### config.mk
export PLATFORM = sky130hd
export DESIGN_NAME = alu_iterative_flat
export DESIGN_NICKNAME = d
export VERILOG_FILES = /design/src/rtl/alu_iterative_if.sv /design/src/rtl/alu_iterative.sv /design/src/flat_wrapper.sv
export SDC_FILE = /design/constraint.sdc
export NUM_CORES = 1
export LEC_CHECK = 0
export CAP_MARGIN = 20
export CORE_MARGIN = 4
export CORE_UTILIZATION = 30
export DETAILED_ROUTE_END_ITERATION = 8
export GPL_TIMING_DRIVEN = 0
export PLACE_DENSITY_LB_ADDON = 0.15
export RECOVER_POWER = 50
export SYNTH_ARGS = -nofsm -noshare
export SYNTH_HDL_FRONTEND = slang
export SYNTH_SLANG_ARGS = --single-unit
### constraint.sdc
create_clock -name clk -period 3.1 [get_ports clk]
set_clock_uncertainty 0.2 [all_clocks]
set_input_delay 0.62 -clock clk [delete_from_list [all_inputs] [get_ports clk]]
set_output_delay 0.62 -clock clk [all_outputs]
set_load 0.02 [all_outputs]
### src/rtl/alu_iterative_if.sv
// alu_iterative_if: issue/result bundle between the pipeline control unit and the execute ALU.
// Latency: none, this is wiring only.
// Backpressure: the ALU side drives alu_ready_out; the pipeline holds off issue while it is low.
interface alu_iterative_if #(
    parameter int DATA_WIDTH     = 32,
    parameter int OPCODE_WIDTH   = 6,
    parameter int FUNCTION_WIDTH = 6
);
    logic                      alu_start_in;
    logic                      alu_flush_in;
    logic [OPCODE_WIDTH-1:0]   alu_opcode_in;
    logic [FUNCTION_WIDTH-1:0] alu_function_in;
    logic [DATA_WIDTH-1:0]     alu_data_a_in;
    logic [DATA_WIDTH-1:0]     alu_data_b_in;
    logic                      alu_ready_out;
    logic                      alu_valid_out;
    logic [DATA_WIDTH-1:0]     alu_data_out;
    logic [DATA_WIDTH-1:0]     alu_data_hi_out;
    logic                      alu_branch_result_out;
    logic                      alu_div_by_zero_out;

    // Pipeline control side: issues ops, observes results.
    modport master (
        output alu_start_in, alu_flush_in, alu_opcode_in, alu_function_in,
               alu_data_a_in, alu_data_b_in,
        input  alu_ready_out, alu_valid_out, alu_data_out, alu_data_hi_out,
               alu_branch_result_out, alu_div_by_zero_out
    );

    // ALU side: accepts ops, produces results.
    modport slave (
        input  alu_start_in, alu_flush_in, alu_opcode_in, alu_function_in,
               alu_data_a_in, alu_data_b_in,
        output alu_ready_out, alu_valid_out, alu_data_out, alu_data_hi_out,
               alu_branch_result_out, alu_div_by_zero_out
    );
endinterface

### src/rtl/alu_iterative.sv
// alu_iterative: uDLX execute-stage ALU, single-cycle ops plus iterative shift-add MULT / restoring DIV.
// Latency: single-cycle ops valid 1 clock after accept; MULT/DIV valid DATA_WIDTH+1 clocks after accept.
// Backpressure: alu_ready_out low while MULT/DIV iterate; starts while busy are dropped, flush aborts.
// Build option: define ALU_ITERATIVE_DIV_EN to include the divider; otherwise DIV returns zeros in one cycle.
module alu_iterative #(
    parameter int DATA_WIDTH     = 32,
    parameter int OPCODE_WIDTH   = 6,
    parameter int FUNCTION_WIDTH = 6
) (
    input  logic           clk,
    input  logic           rst_n,
    alu_iterative_if.slave alu
);
    localparam int W     = DATA_WIDTH;
    localparam int CNT_W = $clog2(DATA_WIDTH + 1);

    localparam logic [CNT_W-1:0] CNT_LOAD = CNT_W'(DATA_WIDTH);
    localparam logic [CNT_W-1:0] CNT_ONE  = CNT_W'(1);

    // Opcode / function encodings shared with the uDLX decoder.
    localparam logic [OPCODE_WIDTH-1:0]   OP_R_TYPE = OPCODE_WIDTH'('h00);
    localparam logic [OPCODE_WIDTH-1:0]   OP_BEQZ   = OPCODE_WIDTH'('h04);
    localparam logic [OPCODE_WIDTH-1:0]   OP_BNEZ   = OPCODE_WIDTH'('h05);
    localparam logic [OPCODE_WIDTH-1:0]   OP_ADDI   = OPCODE_WIDTH'('h08);
    localparam logic [OPCODE_WIDTH-1:0]   OP_SUBI   = OPCODE_WIDTH'('h0A);
    localparam logic [OPCODE_WIDTH-1:0]   OP_ANDI   = OPCODE_WIDTH'('h0C);
    localparam logic [OPCODE_WIDTH-1:0]   OP_ORI    = OPCODE_WIDTH'('h0D);
    localparam logic [OPCODE_WIDTH-1:0]   OP_LW     = OPCODE_WIDTH'('h23);
    localparam logic [OPCODE_WIDTH-1:0]   OP_SW     = OPCODE_WIDTH'('h2B);
    localparam logic [FUNCTION_WIDTH-1:0] FN_MULT   = FUNCTION_WIDTH'('h18);
    localparam logic [FUNCTION_WIDTH-1:0] FN_DIV    = FUNCTION_WIDTH'('h1A);
    localparam logic [FUNCTION_WIDTH-1:0] FN_ADD    = FUNCTION_WIDTH'('h20);
    localparam logic [FUNCTION_WIDTH-1:0] FN_SUB    = FUNCTION_WIDTH'('h22);
    localparam logic [FUNCTION_WIDTH-1:0] FN_AND    = FUNCTION_WIDTH'('h24);
    localparam logic [FUNCTION_WIDTH-1:0] FN_OR     = FUNCTION_WIDTH'('h25);
    localparam logic [FUNCTION_WIDTH-1:0] FN_NOT    = FUNCTION_WIDTH'('h27);
    localparam logic [FUNCTION_WIDTH-1:0] FN_CMP    = FUNCTION_WIDTH'('h2A);

    typedef enum logic [1:0] {
        ST_IDLE,
`ifdef ALU_ITERATIVE_DIV_EN
        ST_DIV,
`endif
        ST_MUL
    } state_t;

    state_t           state, state_nxt;
    logic [CNT_W-1:0] cnt, cnt_nxt;

    // Iterative datapath: {work_hi, work_lo} is the product / remainder:quotient pair,
    // opnd is the multiplicand or divisor held for the whole operation.
    logic [W-1:0] opnd;
    logic [W-1:0] work_hi;
    logic [W-1:0] work_lo;
    logic [W-1:0] step_hi;
    logic [W-1:0] step_lo;
    logic [W:0]   mul_sum;
`ifdef ALU_ITERATIVE_DIV_EN
    logic [W:0]   div_shift;
    logic [W:0]   div_diff;
    logic         is_div;
    logic         load_div;
`endif

    // Registered outputs.
    logic [W-1:0] res_lo;
    logic [W-1:0] res_hi;
    logic         res_br;
    logic         res_dbz;
    logic         res_vld;

    // Decode of the op presented this cycle.
    logic [W-1:0] sc_lo;
    logic [W-1:0] sc_hi;
    logic         sc_br;
    logic         sc_dbz;
    logic         is_mult;

    // FSM control strobes.
    logic accept;
    logic load_mul;
    logic step_en;
    logic finish;
    logic sc_done;

    assign accept = alu.alu_start_in & (state == ST_IDLE) & ~alu.alu_flush_in;

    // Single-cycle result, branch flag and long-op detection from the issued fields.
    always_comb begin
        sc_lo   = '0;
        sc_hi   = '0;
        sc_br   = 1'b0;
        sc_dbz  = 1'b0;
        is_mult = 1'b0;
`ifdef ALU_ITERATIVE_DIV_EN
        is_div  = 1'b0;
`endif
        case (alu.alu_opcode_in)
            OP_R_TYPE: begin
                case (alu.alu_function_in)
                    FN_ADD:         sc_lo = alu.alu_data_a_in + alu.alu_data_b_in;
                    FN_SUB, FN_CMP: sc_lo = alu.alu_data_a_in - alu.alu_data_b_in;
                    FN_AND:         sc_lo = alu.alu_data_a_in & alu.alu_data_b_in;
                    FN_OR:          sc_lo = alu.alu_data_a_in | alu.alu_data_b_in;
                    FN_NOT:         sc_lo = ~alu.alu_data_b_in;
                    FN_MULT:        is_mult = 1'b1;
                    FN_DIV: begin
`ifdef ALU_ITERATIVE_DIV_EN
                        // Divide by zero is resolved immediately without entering DIV.
                        if (alu.alu_data_b_in == '0) begin
                            sc_lo  = '1;
                            sc_hi  = alu.alu_data_a_in;
                            sc_dbz = 1'b1;
                        end else begin
                            is_div = 1'b1;
                        end
`endif
                    end
                    default: ;
                endcase
            end
            OP_ADDI, OP_LW, OP_SW: sc_lo = alu.alu_data_a_in + alu.alu_data_b_in;
            OP_SUBI:               sc_lo = alu.alu_data_a_in - alu.alu_data_b_in;
            OP_ANDI:               sc_lo = alu.alu_data_a_in & alu.alu_data_b_in;
            OP_ORI:                sc_lo = alu.alu_data_a_in | alu.alu_data_b_in;
            OP_BEQZ:               sc_br = (alu.alu_data_a_in == '0);
            OP_BNEZ:               sc_br = (alu.alu_data_a_in != '0);
            default: ;
        endcase
    end

    // Next state, iteration counter and datapath strobes.
    always_comb begin
        state_nxt = state;
        cnt_nxt   = cnt;
        load_mul  = 1'b0;
        step_en   = 1'b0;
        finish    = 1'b0;
        sc_done   = 1'b0;
`ifdef ALU_ITERATIVE_DIV_EN
        load_div  = 1'b0;
`endif
        case (state)
            ST_IDLE: begin
                if (accept) begin
                    if (is_mult) begin
                        state_nxt = ST_MUL;
                        cnt_nxt   = CNT_LOAD;
                        load_mul  = 1'b1;
`ifdef ALU_ITERATIVE_DIV_EN
                    end else if (is_div) begin
                        state_nxt = ST_DIV;
                        cnt_nxt   = CNT_LOAD;
                        load_div  = 1'b1;
`endif
                    end else begin
                        sc_done = 1'b1;
                    end
                end
            end
            default: begin
                // Any iterating state: abort on flush, else retire one bit.
                if (alu.alu_flush_in) begin
                    state_nxt = ST_IDLE;
                    cnt_nxt   = '0;
                end else begin
                    step_en = 1'b1;
                    cnt_nxt = cnt - CNT_ONE;
                    if (cnt == CNT_ONE) begin
                        finish    = 1'b1;
                        state_nxt = ST_IDLE;
                    end
                end
            end
        endcase
    end

    // One iteration of shift-add multiply or restoring divide on the working pair.
    always_comb begin
        mul_sum = {1'b0, work_hi} + (work_lo[0] ? {1'b0, opnd} : {(W+1){1'b0}});
        step_hi = mul_sum[W:1];
        step_lo = {mul_sum[0], work_lo[W-1:1]};
`ifdef ALU_ITERATIVE_DIV_EN
        div_shift = {work_hi, work_lo[W-1]};
        div_diff  = div_shift - {1'b0, opnd};
        if (state == ST_DIV) begin
            if (!div_diff[W]) begin
                step_hi = div_diff[W-1:0];
                step_lo = {work_lo[W-2:0], 1'b1};
            end else begin
                step_hi = div_shift[W-1:0];
                step_lo = {work_lo[W-2:0], 1'b0};
            end
        end
`endif
    end

    // State and iteration counter registers.
    always_ff @(posedge clk or negedge rst_n) begin
        if (!rst_n) begin
            state <= ST_IDLE;
            cnt   <= '0;
        end else begin
            state <= state_nxt;
            cnt   <= cnt_nxt;
        end
    end

    // Working registers: loaded on accept of a long op, advanced once per iteration.
    always_ff @(posedge clk or negedge rst_n) begin
        if (!rst_n) begin
            opnd    <= '0;
            work_hi <= '0;
            work_lo <= '0;
        end else if (load_mul) begin
            opnd    <= alu.alu_data_a_in;
            work_hi <= '0;
            work_lo <= alu.alu_data_b_in;
`ifdef ALU_ITERATIVE_DIV_EN
        end else if (load_div) begin
            opnd    <= alu.alu_data_b_in;
            work_hi <= '0;
            work_lo <= alu.alu_data_a_in;
`endif
        end else if (step_en) begin
            work_hi <= step_hi;
            work_lo <= step_lo;
        end
    end

    // Result registers: written only on completion, so they hold across flush and idle.
    always_ff @(posedge clk or negedge rst_n) begin
        if (!rst_n) begin
            res_lo  <= '0;
            res_hi  <= '0;
            res_br  <= 1'b0;
            res_dbz <= 1'b0;
            res_vld <= 1'b0;
        end else begin
            res_vld <= sc_done | finish;
            if (sc_done) begin
                res_lo  <= sc_lo;
                res_hi  <= sc_hi;
                res_br  <= sc_br;
                res_dbz <= sc_dbz;
            end else if (finish) begin
                res_lo  <= step_lo;
                res_hi  <= step_hi;
                res_br  <= 1'b0;
                res_dbz <= 1'b0;
            end
        end
    end

    assign alu.alu_ready_out         = (state == ST_IDLE);
    assign alu.alu_valid_out         = res_vld;
    assign alu.alu_data_out          = res_lo;
    assign alu.alu_data_hi_out       = res_hi;
    assign alu.alu_branch_result_out = res_br;
    assign alu.alu_div_by_zero_out   = res_dbz;
endmodule

### src/flat_wrapper.sv
// flat-port wrapper written by rule: the top's interface ports become plain ports
module alu_iterative_flat 
#(
    parameter int DATA_WIDTH     = 32,
    parameter int OPCODE_WIDTH   = 6,
    parameter int FUNCTION_WIDTH = 6
)
  (clk, rst_n, alu_alu_start_in, alu_alu_flush_in, alu_alu_opcode_in, alu_alu_function_in, alu_alu_data_a_in, alu_alu_data_b_in, alu_alu_ready_out, alu_alu_valid_out, alu_alu_data_out, alu_alu_data_hi_out, alu_alu_branch_result_out, alu_alu_div_by_zero_out);
  alu_iterative_if #(.DATA_WIDTH(DATA_WIDTH), .OPCODE_WIDTH(OPCODE_WIDTH), .FUNCTION_WIDTH(FUNCTION_WIDTH)) alu_i ();
  input  logic clk;
  input  logic rst_n;
  input wire logic [$bits(alu_i.alu_start_in)-1:0] alu_alu_start_in;
  input wire logic [$bits(alu_i.alu_flush_in)-1:0] alu_alu_flush_in;
  input wire logic [$bits(alu_i.alu_opcode_in)-1:0] alu_alu_opcode_in;
  input wire logic [$bits(alu_i.alu_function_in)-1:0] alu_alu_function_in;
  input wire logic [$bits(alu_i.alu_data_a_in)-1:0] alu_alu_data_a_in;
  input wire logic [$bits(alu_i.alu_data_b_in)-1:0] alu_alu_data_b_in;
  output wire logic [$bits(alu_i.alu_ready_out)-1:0] alu_alu_ready_out;
  output wire logic [$bits(alu_i.alu_valid_out)-1:0] alu_alu_valid_out;
  output wire logic [$bits(alu_i.alu_data_out)-1:0] alu_alu_data_out;
  output wire logic [$bits(alu_i.alu_data_hi_out)-1:0] alu_alu_data_hi_out;
  output wire logic [$bits(alu_i.alu_branch_result_out)-1:0] alu_alu_branch_result_out;
  output wire logic [$bits(alu_i.alu_div_by_zero_out)-1:0] alu_alu_div_by_zero_out;
  assign alu_i.alu_start_in = alu_alu_start_in;
  assign alu_i.alu_flush_in = alu_alu_flush_in;
  assign alu_i.alu_opcode_in = alu_alu_opcode_in;
  assign alu_i.alu_function_in = alu_alu_function_in;
  assign alu_i.alu_data_a_in = alu_alu_data_a_in;
  assign alu_i.alu_data_b_in = alu_alu_data_b_in;
  assign alu_alu_ready_out = alu_i.alu_ready_out;
  assign alu_alu_valid_out = alu_i.alu_valid_out;
  assign alu_alu_data_out = alu_i.alu_data_out;
  assign alu_alu_data_hi_out = alu_i.alu_data_hi_out;
  assign alu_alu_branch_result_out = alu_i.alu_branch_result_out;
  assign alu_alu_div_by_zero_out = alu_i.alu_div_by_zero_out;
  alu_iterative #(.DATA_WIDTH(DATA_WIDTH), .OPCODE_WIDTH(OPCODE_WIDTH), .FUNCTION_WIDTH(FUNCTION_WIDTH)) u_core (.clk(clk), .rst_n(rst_n), .alu(alu_i));
endmodule
==> flow_metrics.py, run 1 <==
metrics = {
    "global_route": {
        "busiest_layer": "met2",
        "grt_start_max_net_pins": 101,
        "grt_usage_pct": 25.2,
        "use_met2_pct": 41.7,
        "grt-ovfl-total": 0,
        "grt_pass1_vias": 15973,
        "antenna_found_initial": 2,
        "use_met3_pct": 2.97,
        "grt_pass1_wl_um": 102000,
        "use_met1_pct": 34.1,
    },
    "detailed_routing": {
        "vias_per_cell": 5.70,
        "firstDrtPassIters": 6,
        "drtIter0Drc": 1329,
        "ant_nets": 0,
        "remaining_drc_errors": 0,
        "wl_per_cell_um": 24.5,
        "totalWireLength_um": 70000,
        "vias": 16295,
    },
    "critical_path": {
        "end_kind": "register",
        "crit_required_ps": 3260,
        "ff2ff_path_depth": 15,
        "r2r-end": "u_core.work_hi[30]$_DFFE_PN0P_",
        "critical_path.max_fanout": 4,
        "startpoint_type": "register",
        "cp_slowest_cell": "dfrtp_2",
        "critPathMaxStageDelay_ps": 460,
        "path_buf_inv": 4,
        "path_delay_family": "compound AO/OA/AOI/OAI gates",
        "reg2reg_slack_ps": -260,
        "worstPathCellList": "buf_8, buf_12, and2_4, ha_4, a21oi_4, o211ai_1, o211ai_1, buf_4, a2111oi_4, buf_4, o31ai_4, a21oi_2, a41oi_2, xnor2_2, a22o_1",
        "reg2reg_from": "u_core.work_lo[0]$_DFFE_PN0P_",
        "arrival_ps": 3520,
        "crit_type": "register to register",
    },
    "floorplanning": {
        "start_util_pct": 30.4,
        "die-area_um2": 53400,
        "pin_count": 148,
        "die_w_um": 231,
        "core_um2": 49100,
        "die_y_um": 231,
        "num_rows": 81,
    },
    "synth": {
        "synth-seq-area-share_pct": 28.3,
        "synthesis.area_um2": 14900,
        "synth-edff-count": 0,
        "synthArstFlopShare_pct": 100,
        "synth_nets": 2141,
        "ys.flop_type": "dfrtp_1",
        "synthTopCellsByArea": "dfrtp_1, ha_1, o21ai_0",
        "netlist_instances": 1922,
        "synthDominantCellAreaShare_pct": 28.3,
        "syn_area_per_cell_um2": 7.77,
        "synthDistinctLibCells": 96,
        "ys_ff_latch": 169,
        "yosysTopAreaCell": "dfrtp_1",
        "ys_warn_count": 0,
    },
    "sta": {
        "holdWs_ps": 246,
        "slew_headroom_pct": -25.4,
        "worst-slew-pin-transition_ps": 1880,
        "max_freq_mhz": 298,
        "min_period_ps": 3360,
        "slew_viol_final": 70,
        "finalCritPeriodShare_pct": 108,
        "timing_hold_violations_final": 0,
        "fin_ws_ps": -258,
        "fin_tns_setup_ps": -2650,
        "rsz0062_at_grt": "yes",
        "setup_viol": 17,
    },
    "placement": {
        "routabilityCongestion": 0.959,
        "hpwlAfterDp_um": 53700,
        "place_inst": 2734,
        "portBuffers": 145,
        "placed_cell_area_um2": 17300,
    },
    "final_layout": {
        "num-nets-final": 2399,
        "final_area_um2": 20400,
        "diodes": 0,
        "nFillCells": 5105,
        "multi_input_area_um2": 11300,
        "drive_gt1_share_pct": 24.9,
        "mostFrequentLayoutCell": "nand2_1",
        "syn_to_final_growth_pct": 36.6,
        "final_cell_mix": "nand2_1, o21ai_0, dfrtp_1, nor2_1, buf_4",
        "fin_cells": 2857,
        "finish.utilization_pct": 41.6,
        "ff_latch_area_um2": 4230,
    },
    "power": {
        "leakagePower_uw": 0.00851,
        "p_per_area_nw_per_um2": 326,
        "power.share.sequential_pct": 34.7,
        "p_comb_share_pct": 31.8,
        "p_clk_share_pct": 33.5,
        "power.switching_uw": 2410,
        "vdd_drop_max_mv": 0.369,
        "p_sw_share_pct": 36.2,
        "intPower_uw": 4250,
    },
    "clock_tree": {
        "path_clk_slew_ps": 70,
        "cts_num_sinks": 169,
        "cts_tree": "done",
        "clock_path_buffers": 2,
        "cts_buffers": 17,
        "cts-root-buf": "clkbuf_16",
        "htreeDepth": 4,
        "clk_latency_ps": 460,
    },
    "worst_hold_path": {
        "min_path_type": "input port to register",
        "whs_endpoint": "u_core.work_lo[0]$_DFFE_PN0P_",
        "worstHoldStart": "alu_alu_data_b_in[0]",
        "whs_path_depth": 3,
    },
    "flow_run": {
        "maxCapViolations": 1,
    },
    "run_status": {
        "status": "finished, violations left",
        "violations": "capacitance limit, slew limit, setup timing",
    },
}
==> synthesized netlist by cell type (all sizes together), types with 30 or more instances <==
cell    number
ha         136
nand2      245
and2        39
nor2       144
o22ai       36
nor3        30
nand3       75
buf         30
clkbuf      91
inv        116
a21oi      140
o21ai      235
dfrtp      169
a31oi       47
==> registers in the layout (all words and copies together), names as in the netlist <==
signal,flops
u_core.work_lo,32
u_core.alu.alu_valid_out,1
u_core.opnd,32
u_core.alu.alu_branch_result_out,1
u_core.alu.alu_data_hi_out,32
u_core.work_hi,32
u_core.cnt,6
u_core.state,1
u_core.alu.alu_data_out,32
==> worst min-delay path, delay by kind of cell <==
kind                   cells  cell delay [ps]
buffers and inverters      1              120
AND/OR/NAND/NOR            1               60
AO/OA/AOI/OAI              1               80
==> repair_timing <==
action / in CTS / in global routing
hold endpoints to repair: 69 / 0
pin swaps: 88 / 87
hold buffers: 1 / 0
endpoints found under the setup margin: 87 / 76
gates cloned: 0 / 1
gates resized for setup: 508 / 192
buffers inserted: 65 / 31
==> power by group through the flow <==
stage,clock network [uW],registers [uW],logic (uW)
2_1_floorplan,0,2390,897
3_3_place_gp,0,2350,1680
3_5_place_dp,0,2350,1680
4_1_cts,2270,2310,1960
5_1_grt,2340,2310,2240
6_report,2230,2310,2120
==> worst max-delay path by stage <==
| stage | from | to | slack (ps) | cells after the start |
|---|---|---|---|---|
| final | u_core.work_lo[0]$_DFFE_PN0P_ | u_core.work_hi[30]$_DFFE_PN0P_ | -260 | 15 |
| after global routing | u_core.work_lo[0]$_DFFE_PN0P_ | u_core.work_hi[30]$_DFFE_PN0P_ | -380 | 16 |
| after CTS | u_core.work_lo[0]$_DFFE_PN0P_ | u_core.work_hi[23]$_DFFE_PN0P_ | -310 | 14 |
| after detailed placement | alu_alu_data_a_in[2] | u_core.alu.alu_data_out[30]$_DFFE_PN0P_ | -1710 | 13 |
| after global placement | rst_n | u_core.alu.alu_data_out[8]$_DFFE_PN0P_ | -6340 | 1 |
| after floorplan | alu_alu_data_b_in[6] | u_core.alu.alu_data_out[23]$_DFFE_PN0P_ | -60 | 11 |
==> per-layer routing <==
metal  vias to the layer above  wire length (um)
li1                       7456                 -
met1                      8047             30200
met5                         -                 0
met3                       112              4460
met4                         0              2430
met2                       680             32900
==> cells by family after synthesis <==
group                      synth area share [%]
muxes                                     0.696
DFF                                        28.3
AOI/OAI and AO/OA                          30.7
adders and majority gates                  11.8
xor gates and xnor gates                   2.23
buffers and inverters                      6.99
and+or+nand+nor                            19.2
other                                    0.0251
==> final cells by class <==
class,instances,share of cell area (%)
Clock inverter,14,0.773
Inverter,117,2.37
Buffer,115,3.86
Tap cell,664,4.08
Sequential cell,169,20.7
Timing Repair Buffer,245,10.7
Multi-Input combinational cell,1515,55.4
Clock buffer,18,2.11
==> per-stage QoR <==
step | power, uW | setup WS (ps)
finish | 6660 | -258
global placement | 4030 | -6340
CTS | 6530 | -312
detailed placement | 4030 | -1710
global route | 6890 | -379
floorplan | 3290 | -59.2
(Power assumes the default switching activity.)
==> run 2, diff against run 1 <==
- CELL_PAD_IN_SITES_DETAIL_PLACEMENT: unset -> 0
- CELL_PAD_IN_SITES_GLOBAL_PLACEMENT: unset -> 2
- MAX_ROUTING_LAYER: unset -> met4
- clock period: 3.1 -> 4.1 ns (I/O delays scaled with it)
==> run 2 against run 1 <==
  * The run still ends with capacitance limit, slew limit, setup timing left
  * Wire length down 0.32%
  * Count of clock-buffer cells in the layout shrank 1
  * Critical path depth decreased by 5
  * Sequential share of layout area rose by 2.5 points
  * Cell count shrank 3.0%
  * Sequential power is 24% lower
  * First-iteration DRC count grew 3.5%
  * Via count fell by 4.9%
  * Critical endpoint is now u_core.alu.alu_data_out[12]$_DFFE_PN0P_
==> flow_metrics.py, run 2 (synthesized netlist as in run 1, its figures left out) <==
metrics = {
    "clock_tree": {
        "clock_path_buffers": 2,
        "cts-root-buf": "clkbuf_16",
        "holdBufCountCts": 0,
        "htreeDepth": 4,
        "path_clk_slew_ps": 70,
        "cts_tree": "done",
        "cts_buffers": 17,
        "clk_latency_ps": 460,
        "cts_num_sinks": 169,
    },
    "critical_path": {
        "startpoint_type": "input port",
        "critical_path.max_fanout": 10,
        "crit_required_ps": 4220,
        "crit_type": "input port to register",
        "r2r-end": "u_core.work_hi[30]$_DFFE_PN0P_",
        "reg2reg_from": "u_core.work_lo[0]$_DFFE_PN0P_",
        "ff2ff_path_depth": 12,
        "arrival_ps": 4240,
        "reg2reg_slack_ps": 280,
        "end_kind": "register",
        "cp-startpoint": "alu_alu_function_in[0]",
    },
    "final_layout": {
        "final_area_um2": 18200,
        "num-nets-final": 2313,
        "nFillCells": 5209,
        "drive_gt1_share_pct": 8.07,
        "mostFrequentLayoutCell": "nand2_1",
        "final_cell_mix": "nand2_1, o21ai_0, dfrtp_1, nor2_1, ha_1",
        "syn_to_final_growth_pct": 21.7,
    },
    "floorplanning": {
        "num_rows": 81,
        "die_y_um": 231,
        "start_util_pct": 30.4,
        "die-area_um2": 53400,
        "pin_count": 148,
        "die_w_um": 231,
        "core_um2": 49100,
    },
    "detailed_routing": {
        "ant_nets": 0,
        "wl_per_cell_um": 25.2,
        "vias": 15499,
        "totalWireLength_um": 69800,
        "drtIter0Drc": 1375,
        "vias_per_cell": 5.59,
        "firstDrtPassIters": 6,
        "remaining_drc_errors": 0,
    },
    "worst_hold_path": {
        "whs_path_depth": 2,
        "whs_endpoint": "u_core.opnd[2]$_DFFE_PN0P_",
        "worstHoldStart": "u_core.opnd[2]$_DFFE_PN0P_",
        "min_path_type": "register to register",
    },
    "run_status": {
        "status": "finished, violations left",
        "violations": "capacitance limit, slew limit, setup timing",
    },
    "power": {
        "leakagePower_uw": 0.00790,
        "vdd_drop_max_mv": 0.304,
        "p_per_area_nw_per_um2": 265,
    },
    "placement": {
        "portBuffers": 145,
        "routabilityCongestion": 0.940,
        "placed_cell_area_um2": 17300,
        "hpwlAfterDp_um": 56200,
    },
    "sta": {
        "holdWs_ps": 270,
        "setup_viol": 1,
        "fin_ws_ps": -18.6,
        "rsz0062_at_grt": "no",
        "max_freq_mhz": 243,
        "finalCritPeriodShare_pct": 100,
        "timing_hold_violations_final": 0,
        "min_period_ps": 4120,
        "slew_viol_final": 172,
        "slew_headroom_pct": -10.6,
        "worst-slew-pin-transition_ps": 1660,
    },
    "global_route": {
        "antenna_found_initial": 1,
        "grt_pass1_wl_um": 100000,
        "grt_pass1_vias": 14871,
        "grt_usage_pct": 26.1,
        "grt-ovfl-total": 0,
        "grt_start_max_net_pins": 107,
    },
    "flow_run": {
        "maxCapViolations": 2,
    },
}
==> run 2: worst max-delay path: stages <==
cell	delay (ps)
clkdlybuf4s50_1	610
clkbuf_1	350
nand2_1	450
clkbuf_1	600
buf_2	420
o22ai_1	120
nand2_1	90
o21ai_0	80
o21ai_0	550
a21oi_1	120
==> run 2: how the worst max path moves through the flow <==
stage                                              end  slack [ps]  cells past startpoint
2_1_floorplan  u_core.alu.alu_data_out[26]$_DFFE_PN0P_         640                     11
3_3_place_gp   u_core.alu.alu_data_out[28]$_DFFE_PN0P_       -5760                      1
3_5_place_dp    u_core.alu.alu_data_out[7]$_DFFE_PN0P_        -930                     10
4_1_cts         u_core.alu.alu_data_out[9]$_DFFE_PN0P_         -50                     11
5_1_grt        u_core.alu.alu_data_out[23]$_DFFE_PN0P_         0.3                     13
6_report       u_core.alu.alu_data_out[12]$_DFFE_PN0P_         -20                     10
==> run 2: layout make-up <==
cell class              count  area, um^2  area share (%)
diodes                      1        2.50          0.0138
repair buffers            154        1540            8.49
plain buffers             120         626            3.44
multi-input cells        1515        9910            54.6
clock inverters            14         161           0.888
well taps                 664         831            4.57
flip-flops and latches    169        4230            23.3
clock buffers              17         425            2.34
inverters                 117         439            2.42
==> run 2: where the power goes <==
| group | internal, uW | total [uW] | switching, uW |
|---|---|---|---|
| logic | 486 | 1360 | 869 |
| registers | 1710 | 1750 | 40.7 |
| clock network | 909 | 1700 | 795 |
==> run 2: routing by layer <==
metal  GRT usage [%]  routed length (um)  vias to the layer above
li1                -                   -                     7286
met4            8.19                2140                        0
met5               -                   0                        -
met3            2.70                3100                      109
met2            41.7               32500                      517
met1            35.2               32000                     7587
==> run 2: metrics by stage <==
stage	setup WS, ps	instances	total power, uW	TNS (ps)	util, %
global route	0.263	2770	5000	0	37.0
floorplan	644	1922	2480	0	-
detailed placement	-934	2734	3060	-31320	35.2
global placement	-5760	2731	3060	-1007430	35.1
finish	-18.6	2771	4810	-18.6	37.0
CTS	-50.7	2765	4800	-50.7	36.6
==> run 2: repair_timing <==
action                     in CTS  in global routing
gates resized for setup        36                 61
pin swaps                       5                 14
setup buffers                   1                  5
setup endpoints to repair      41                 30
==> run 3, diff against run 2 <==
- SKIP_LAST_GASP: unset -> 1
==> run 3 against run 2 <==
  * The run ends with capacitance limit, slew limit left
  * Clock power hardly changed
  * Non-clock buffer count is 6 higher
  * Wire length hardly changed
  * Critical path depth is 1 higher
  * Maximum frequency is 0.69% higher
  * Sequential cell count stayed put
  * Critical endpoint is now u_core.alu.alu_data_out[5]$_DFFE_PN0P_
  * Largest cell class unchanged
==> flow_metrics.py, run 3 (synthesized netlist as in run 1, its figures left out) <==
metrics = {
    "critical_path": {
        "worst_path_most_repeated_cell": "a21oi_1",
        "ff2ff_path_depth": 12,
        "cp_slowest_cell": "clkdlybuf4s50_1",
        "worstPathCellList": "clkdlybuf4s50_1, nor2b_1, a21oi_1, nor3_4, a21o_1, buf_2, clkbuf_2, nand2_1, a31oi_1, o21ai_0, a21oi_1",
        "critical_path.max_fanout": 10,
        "end_kind": "register",
        "cp-startpoint": "alu_alu_opcode_in[3]",
        "arrival_ps": 4270,
        "startpoint_type": "input port",
        "crit_required_ps": 4280,
        "crit_type": "input port to register",
        "critPathMaxStageDelay_ps": 580,
        "r2r-end": "u_core.work_hi[30]$_DFFE_PN0P_",
        "endpoint": "u_core.alu.alu_data_out[5]$_DFFE_PN0P_",
        "reg2reg_slack_ps": 300,
        "reg2reg_from": "u_core.work_lo[0]$_DFFE_PN0P_",
    },
    "sta": {
        "worst-slew-pin-transition_ps": 1660,
        "max_freq_mhz": 244,
        "slew_viol_final": 172,
        "min_period_ps": 4090,
        "rsz0062_at_grt": "yes",
        "timing_hold_violations_final": 0,
        "fin_ws_ps": 9.64,
        "finalCritPeriodShare_pct": 99.8,
        "setup_viol": 0,
        "slew_headroom_pct": -10.4,
    },
    "floorplanning": {
        "core_um2": 49100,
        "pin_count": 148,
        "num_rows": 81,
        "die_w_um": 231,
        "die-area_um2": 53400,
        "die_y_um": 231,
        "start_util_pct": 30.4,
    },
    "global_route": {
        "antenna_found_initial": 1,
        "grt_start_max_net_pins": 107,
        "grt_pass1_vias": 14875,
        "grt-ovfl-total": 0,
        "grt_pass1_wl_um": 100000,
        "grt_usage_pct": 26.1,
    },
    "placement": {
        "hpwlAfterDp_um": 56200,
        "place_ws_ps": -934,
        "portBuffers": 145,
        "routabilityCongestion": 0.940,
    },
    "clock_tree": {
        "htreeDepth": 4,
        "holdBufCountCts": 0,
        "cts-root-buf": "clkbuf_16",
        "cts_buffers": 17,
        "cts_num_sinks": 169,
        "cts_tree": "done",
        "clock_path_buffers": 2,
        "clk_latency_ps": 470,
        "path_clk_slew_ps": 70,
    },
    "worst_hold_path": {
        "whs_path_depth": 2,
        "min_path_type": "register to register",
    },
    "power": {
        "vdd_drop_max_mv": 0.307,
        "p_per_area_nw_per_um2": 265,
        "power_uw": 4810,
        "leakagePower_uw": 0.00792,
    },
    "detailed_routing": {
        "drtIter0Drc": 1377,
        "wl_per_cell_um": 25.2,
        "totalWireLength_um": 69800,
        "firstDrtPassIters": 5,
        "remaining_drc_errors": 0,
        "vias_per_cell": 5.60,
        "ant_nets": 0,
        "vias": 15555,
    },
    "final_layout": {
        "num-nets-final": 2319,
        "final_cell_mix": "nand2_1, o21ai_0, dfrtp_1, nor2_1, ha_1",
        "syn_to_final_growth_pct": 21.9,
        "diodes": 0,
        "drive_gt1_share_pct": 8.33,
        "mostFrequentLayoutCell": "nand2_1",
    },
    "run_status": {
        "violations": "capacitance limit, slew limit",
        "status": "finished, violations left",
    },
    "flow_run": {
        "maxCapViolations": 2,
    },
}
run 3: through the flow:
stage                     std cells   TNS, ps  util (%)  hold WS [ps]  cell area (um^2)
after floorplan                1922         0         -           242             14900
after global placement         2731  -1007430      35.1           258             17200
after detailed placement       2734    -31320      35.2           264             17300
after CTS                      2765      -259      36.6          98.4             17900
after global routing           2776      -139      37.1           298             18200
final                          2776         0      37.1           271             18200
run 3: timing repair:
| item | CTS | global route |
|---|---|---|
| pin swaps | 5 | 16 |
| setup endpoints to repair | 41 | 30 |
| buffers inserted | 1 | 11 |
| gates resized for setup | 33 | 62 |
run 3: cell type report:
cell class,instances,area (um^2)
sequential,169,4230
clock buffer,17,425
buffer,120,626
multi-input combinational,1515,9890
tap,664,831
inverter,117,439
timing repair buffer,160,1590
clock inverter,14,161
fill,5201,30900
run 3: critical path: cells and delay by family:
kind	cells	cell delay, ps
AO/OA/AOI/OAI	5	1100
buffers and inverters	3	1300
AND/OR/NAND/NOR	3	1040
run 3: layer usage:
layer / up-vias / track usage (%) / wire length, um
met5: - / - / 0
met4: 0 / 8.29 / 2150
met3: 112 / 2.70 / 3330
met2: 547 / 41.6 / 32500
met1: 7599 / 35.2 / 31900
li1: 7297 / - / -
run 3: report_power, final:
| part | switching, uW | internal [uW] | total (uW) | leakage [uW] |
|---|---|---|---|---|
| sequential | 41.0 | 1710 | 1750 | 0.00230 |
| combinational | 869 | 491 | 1360 | 0.00533 |
| clock | 794 | 909 | 1700 | 0.000283 |
run 3: worst min path at each step:
stage | start | endpoint | slack [ps]
2_1_floorplan | u_core.opnd[26]$_DFFE_PN0P_ | u_core.opnd[26]$_DFFE_PN0P_ | 240
3_3_place_gp | u_core.opnd[3]$_DFFE_PN0P_ | u_core.opnd[3]$_DFFE_PN0P_ | 260
3_5_place_dp | u_core.opnd[23]$_DFFE_PN0P_ | u_core.opnd[23]$_DFFE_PN0P_ | 260
4_1_cts | rst_n | u_core.alu.alu_data_hi_out[5]$_DFFE_PN0P_ | 100
5_1_grt | u_core.opnd[28]$_DFFE_PN0P_ | u_core.opnd[28]$_DFFE_PN0P_ | 300
6_report | u_core.opnd[2]$_DFFE_PN0P_ | u_core.opnd[2]$_DFFE_PN0P_ | 270
==> RTL edit 1: new RTL, settings of run 2 <==
The option `ALU_ITERATIVE_DIV_EN` is turned on by a define.
--- a/src/rtl/alu_iterative.sv
+++ b/src/rtl/alu_iterative.sv
@@ -4,2 +4,4 @@
 // Build option: define ALU_ITERATIVE_DIV_EN to include the divider; otherwise DIV returns zeros in one cycle.
+`define ALU_ITERATIVE_DIV_EN
+
 module alu_iterative #(
Check against the original RTL: not equivalent (Yosys sat finds a counterexample within 4 cycles, from zero or initial values and one cycle with rst_n low).
==> RTL edit 1 against run 2 <==
The run still ends with capacitance limit, slew limit, setup timing left; synthesized cell count rose by 31%; total power is 18% higher; global-route usage up 6.1 points; sequential cell count grew 2; synthesized area grew 25%; routed wire length grew 54%; cell count rose by 28%; via count is 36% higher; setup slack got worse by 0.0044 ns; design area rose by 24%; largest power group is now the clock network.
==> RTL edit 1: results (changes against run 2) <==
run_status:
  status: "complete, but fails checks"
  violations: "capacitance limit, slew limit, setup timing"
global_routing:
  grtUsageTotal: 0.323  # +0.0614
  grtUsageMet1: 0.420  # +0.0680
  grtUsageMet2: 0.517  # +0.101
layout:
  multi_input_cells: 2026  # +34%
  fill_cells: 6643  # +28%
  n_all_buffers: 333  # +22%
  nets: 2954  # +28%
  instances_no_fill: 3553  # +28%
  clkCellAreaFrac: 0.0279  # -0.00437
logic_synthesis:
  ys_types: 91  # -5.2%
  syn-num-nets: 2766  # +29%
  synth_common_cells: "a21oi_1 (360), nor2_1 (260), nand2_1 (209)"
  synth_seq_cells: 171  # +1.2%
setup_path:
  slowest_delay_ns: 0.43  # -0.18 ns
  critical-path-slowest-cell: "ha_1"
  cp_max_fo: 6  # -4
floorplanning:
  core_region_area_um2: 61600  # +26%
clock_tree:
  clk_pin_slew_ns: 0.09  # +0.02 ns
  clkLatencyLatePin_ns: 0.51  # +0.05 ns
  cts_resized: 185  # +410%
power_and_ir_drop:
  vdd_drop_max_v: 0.000369  # +21%
  power_switching_mw: 2.25  # +32%
  internal_power_mw: 3.41  # +9.8%
  power.share.combinational: 0.329  # +0.047
  leakage_nw: 9.56  # +21%
timing:
  setup_viol: 2  # +1
  setup_ws_ns: -0.0230  # -0.00437 ns
  timing.final.max_slew_violations: 90  # -48%
  max_slew_margin: -0.965  # -0.860
placement:
  place_ws_ns: -1.96  # -1.03 ns
  placed_cell_area_um2: 21200  # +23%
route:
  drt-pass1-iter-count: 5  # -1
job:
  max_cap_violations: 1  # -1
## RTL edit 1: kinds of logic after synthesis
logic type / synth area share
buf+inv: 0.0660
mux: 0.0323
simple gates: 0.184
flops: 0.230
fa+ha+maj: 0.118
compound gates: 0.339
xor+xnor: 0.0301
## RTL edit 1: path summary, 6_finish.rpt
path | startpoint | endpoint | slack (ns) | cells past startpoint
hold / removal | u_core.alu.alu_data_out[4] | u_core.alu.alu_data_out[4] | 0.29 | 1
max in group asynchronous | rst_n | u_core.opnd[19] | 0.69 | 1
hold reg to reg | u_core.alu.alu_data_out[4] | u_core.alu.alu_data_out[4] | 0.29 | 1
min in group asynchronous | rst_n | u_core.alu.alu_data_out[31] | 1.02 | 1
setup reg to reg | u_core.work_lo[31] | u_core.alu.alu_data_hi_out[19] | 0.09 | 15
setup / recovery | alu_alu_data_b_in[2] | u_core.alu.alu_data_out[27] | -0.02 | 13
==> RTL edit 2: new RTL, config.mk and constraints of run 2 <==
Made on the original files. Make the reset (`rst_n`) synchronous in 3 clocked blocks.
--- a/src/rtl/alu_iterative.sv
+++ b/src/rtl/alu_iterative.sv
@@ -198,3 +198,3 @@
     // State and iteration counter registers.
-    always_ff @(posedge clk or negedge rst_n) begin
+    always_ff @(posedge clk) begin
         if (!rst_n) begin
@@ -209,3 +209,3 @@
     // Working registers: loaded on accept of a long op, advanced once per iteration.
-    always_ff @(posedge clk or negedge rst_n) begin
+    always_ff @(posedge clk) begin
         if (!rst_n) begin
@@ -231,3 +231,3 @@
     // Result registers: written only on completion, so they hold across flush and idle.
-    always_ff @(posedge clk or negedge rst_n) begin
+    always_ff @(posedge clk) begin
         if (!rst_n) begin
Check against the original RTL: differs if rst_n is asserted again (counterexample within 4 cycles, from zero or initial values and one cycle with rst_n low); with rst_n held inactive, the same outputs for 10 cycles.
==> RTL edit 2 against run 2 <==
Total power decreased by 5.4%; sequential cell count unchanged; design area decreased by 5.1%; synthesized area decreased by 5.8%; fmax increased by 1.9%; register-to-register slack improved by 0.03 ns; setup slack improved by 0.076 ns; routed wire length decreased by 5.7%; die area decreased by 5.6%; combinational power decreased by 18%; critical path type unchanged; largest power group is now the clock network; highest routed layer unchanged.
==> RTL edit 2: results (changes against run 2) <==
logic_synthesis:
  syn-num-nets: 2126  # -0.70%
  async_flop_share: 0  # -1.00
  ys_seq_area_frac: 0.241  # -0.0428
  synth_common_cells: "nand2_1 (244), a21oi_1 (234), dfxtp_1 (169)"
layout:
  instances_no_fill: 2708  # -2.3%
  seq_cells: 169  # unchanged
  nNonClkInverters: 111  # -5.1%
  clkCellAreaFrac: 0.0344  # +0.00208
  n_all_buffers: 277  # +1.1%
  nets: 2307  # -0.26%
  nClkBuffers: 19  # +2
  drive_above_1_share: 0.0724  # -0.00834
  multi_input_cells: 1512  # -0.20%
  multi_input_area_share: 0.579  # +0.0330
  seq_share: 0.196  # -0.0366
route:
  wl_met3_um: 3510  # +13%
  first_iter_violations: 1496  # +8.8%
  num_vias: 15200  # -2.0%
  wl_met2_um: 31000  # -4.7%
  wl_per_cell_um: 24.3  # -3.5%
  met1Wirelength_um: 29300  # -8.5%
  drt-pass1-iter-count: 5  # -1
placement:
  placed_cell_area_um2: 16300  # -5.3%
  gp_congestion: 0.900  # -4.3%
  place.port_buffers: 146  # +0.69%
  hpwl_um: 51100  # -8.9%
power_and_ir_drop:
  vdd_drop_max_v: 0.000294  # -3.5%
  leakage_nw: 6.87  # -13%
clock_tree:
  cts_setup_buffers: 6  # +5
  cts_resized: 30  # -17%
floorplanning:
  tapCellCount: 607  # -8.6%
setup_path:
  slowest_delay_ns: 0.59  # -0.02 ns
run_status:
  status: "finished clean"
global_routing:
  grtUsageMet1: 0.339  # -0.0127
  grtUsageTotal: 0.262  # +0.00107
  grt_pass1_wl_um: 96200  # -3.8%
  grtUsageMet2: 0.425  # +0.00852
  grt_max_degree: 17  # -84%
RTL edit 2: cell types whose count changed after synthesis, moves of 10 or more:
cell / run 2 / this run
xnor2_1: 22 / 32
nand3_1: 75 / 22
a22oi_1: 6 / 50
buf_2: 12 / 25
dfrtp_1: 169 / 0
inv_1: 116 / 106
o21ai_0: 228 / 139
o22ai_1: 35 / 23
a21oi_1: 138 / 234
nor2_1: 144 / 134
mux2i_1: 7 / 28
clkbuf_1: 82 / 72
a31oi_1: 47 / 24
dfxtp_1: 0 / 169
RTL edit 2: kinds of logic (layout without fill, tap and decap cells):
family | Yosys count | after routing | share of synthesized area
AOI/OAI and AO/OA | 698 | 698 | 0.319
xor gates and xnor gates | 52 | 52 | 0.0324
adders and majority gates | 139 | 139 | 0.125
buffers and inverters | 226 | 419 | 0.0642
DFF | 169 | 169 | 0.241
muxes | 28 | 28 | 0.0199
other | 1 | 2 | 0.000267
and+or+nand+nor | 594 | 594 | 0.198
RTL edit 2: per-stage QoR:
stage	setup WS, ns	hold slack, ns
2_1_floorplan	0.684	0.232
3_3_place_gp	-1.03	0.242
3_5_place_dp	-0.970	0.243
4_1_cts	0.00198	0.253
5_1_grt	-0.00497	0.269
6_report	0.0573	0.249
RTL edit 2: report_power, final:
group,internal (mW),total (mW),switching (mW)
clock network,0.934,1.75,0.820
registers,1.66,1.67,0.0145
logic,0.401,1.12,0.724
RTL edit 2: worst paths after layout:
| path | startpoint | endpoint | slack, ns | cells after the start |
|---|---|---|---|---|
| max | alu_alu_data_b_in[4] | u_core.alu.alu_data_out[29] | 0.06 | 13 |
| min | u_core.opnd[16] | u_core.opnd[16] | 0.25 | 2 |
| max reg2reg | u_core.work_lo[0] | u_core.work_hi[29] | 0.31 | 12 |
| min reg2reg | u_core.opnd[16] | u_core.opnd[16] | 0.25 | 2 |
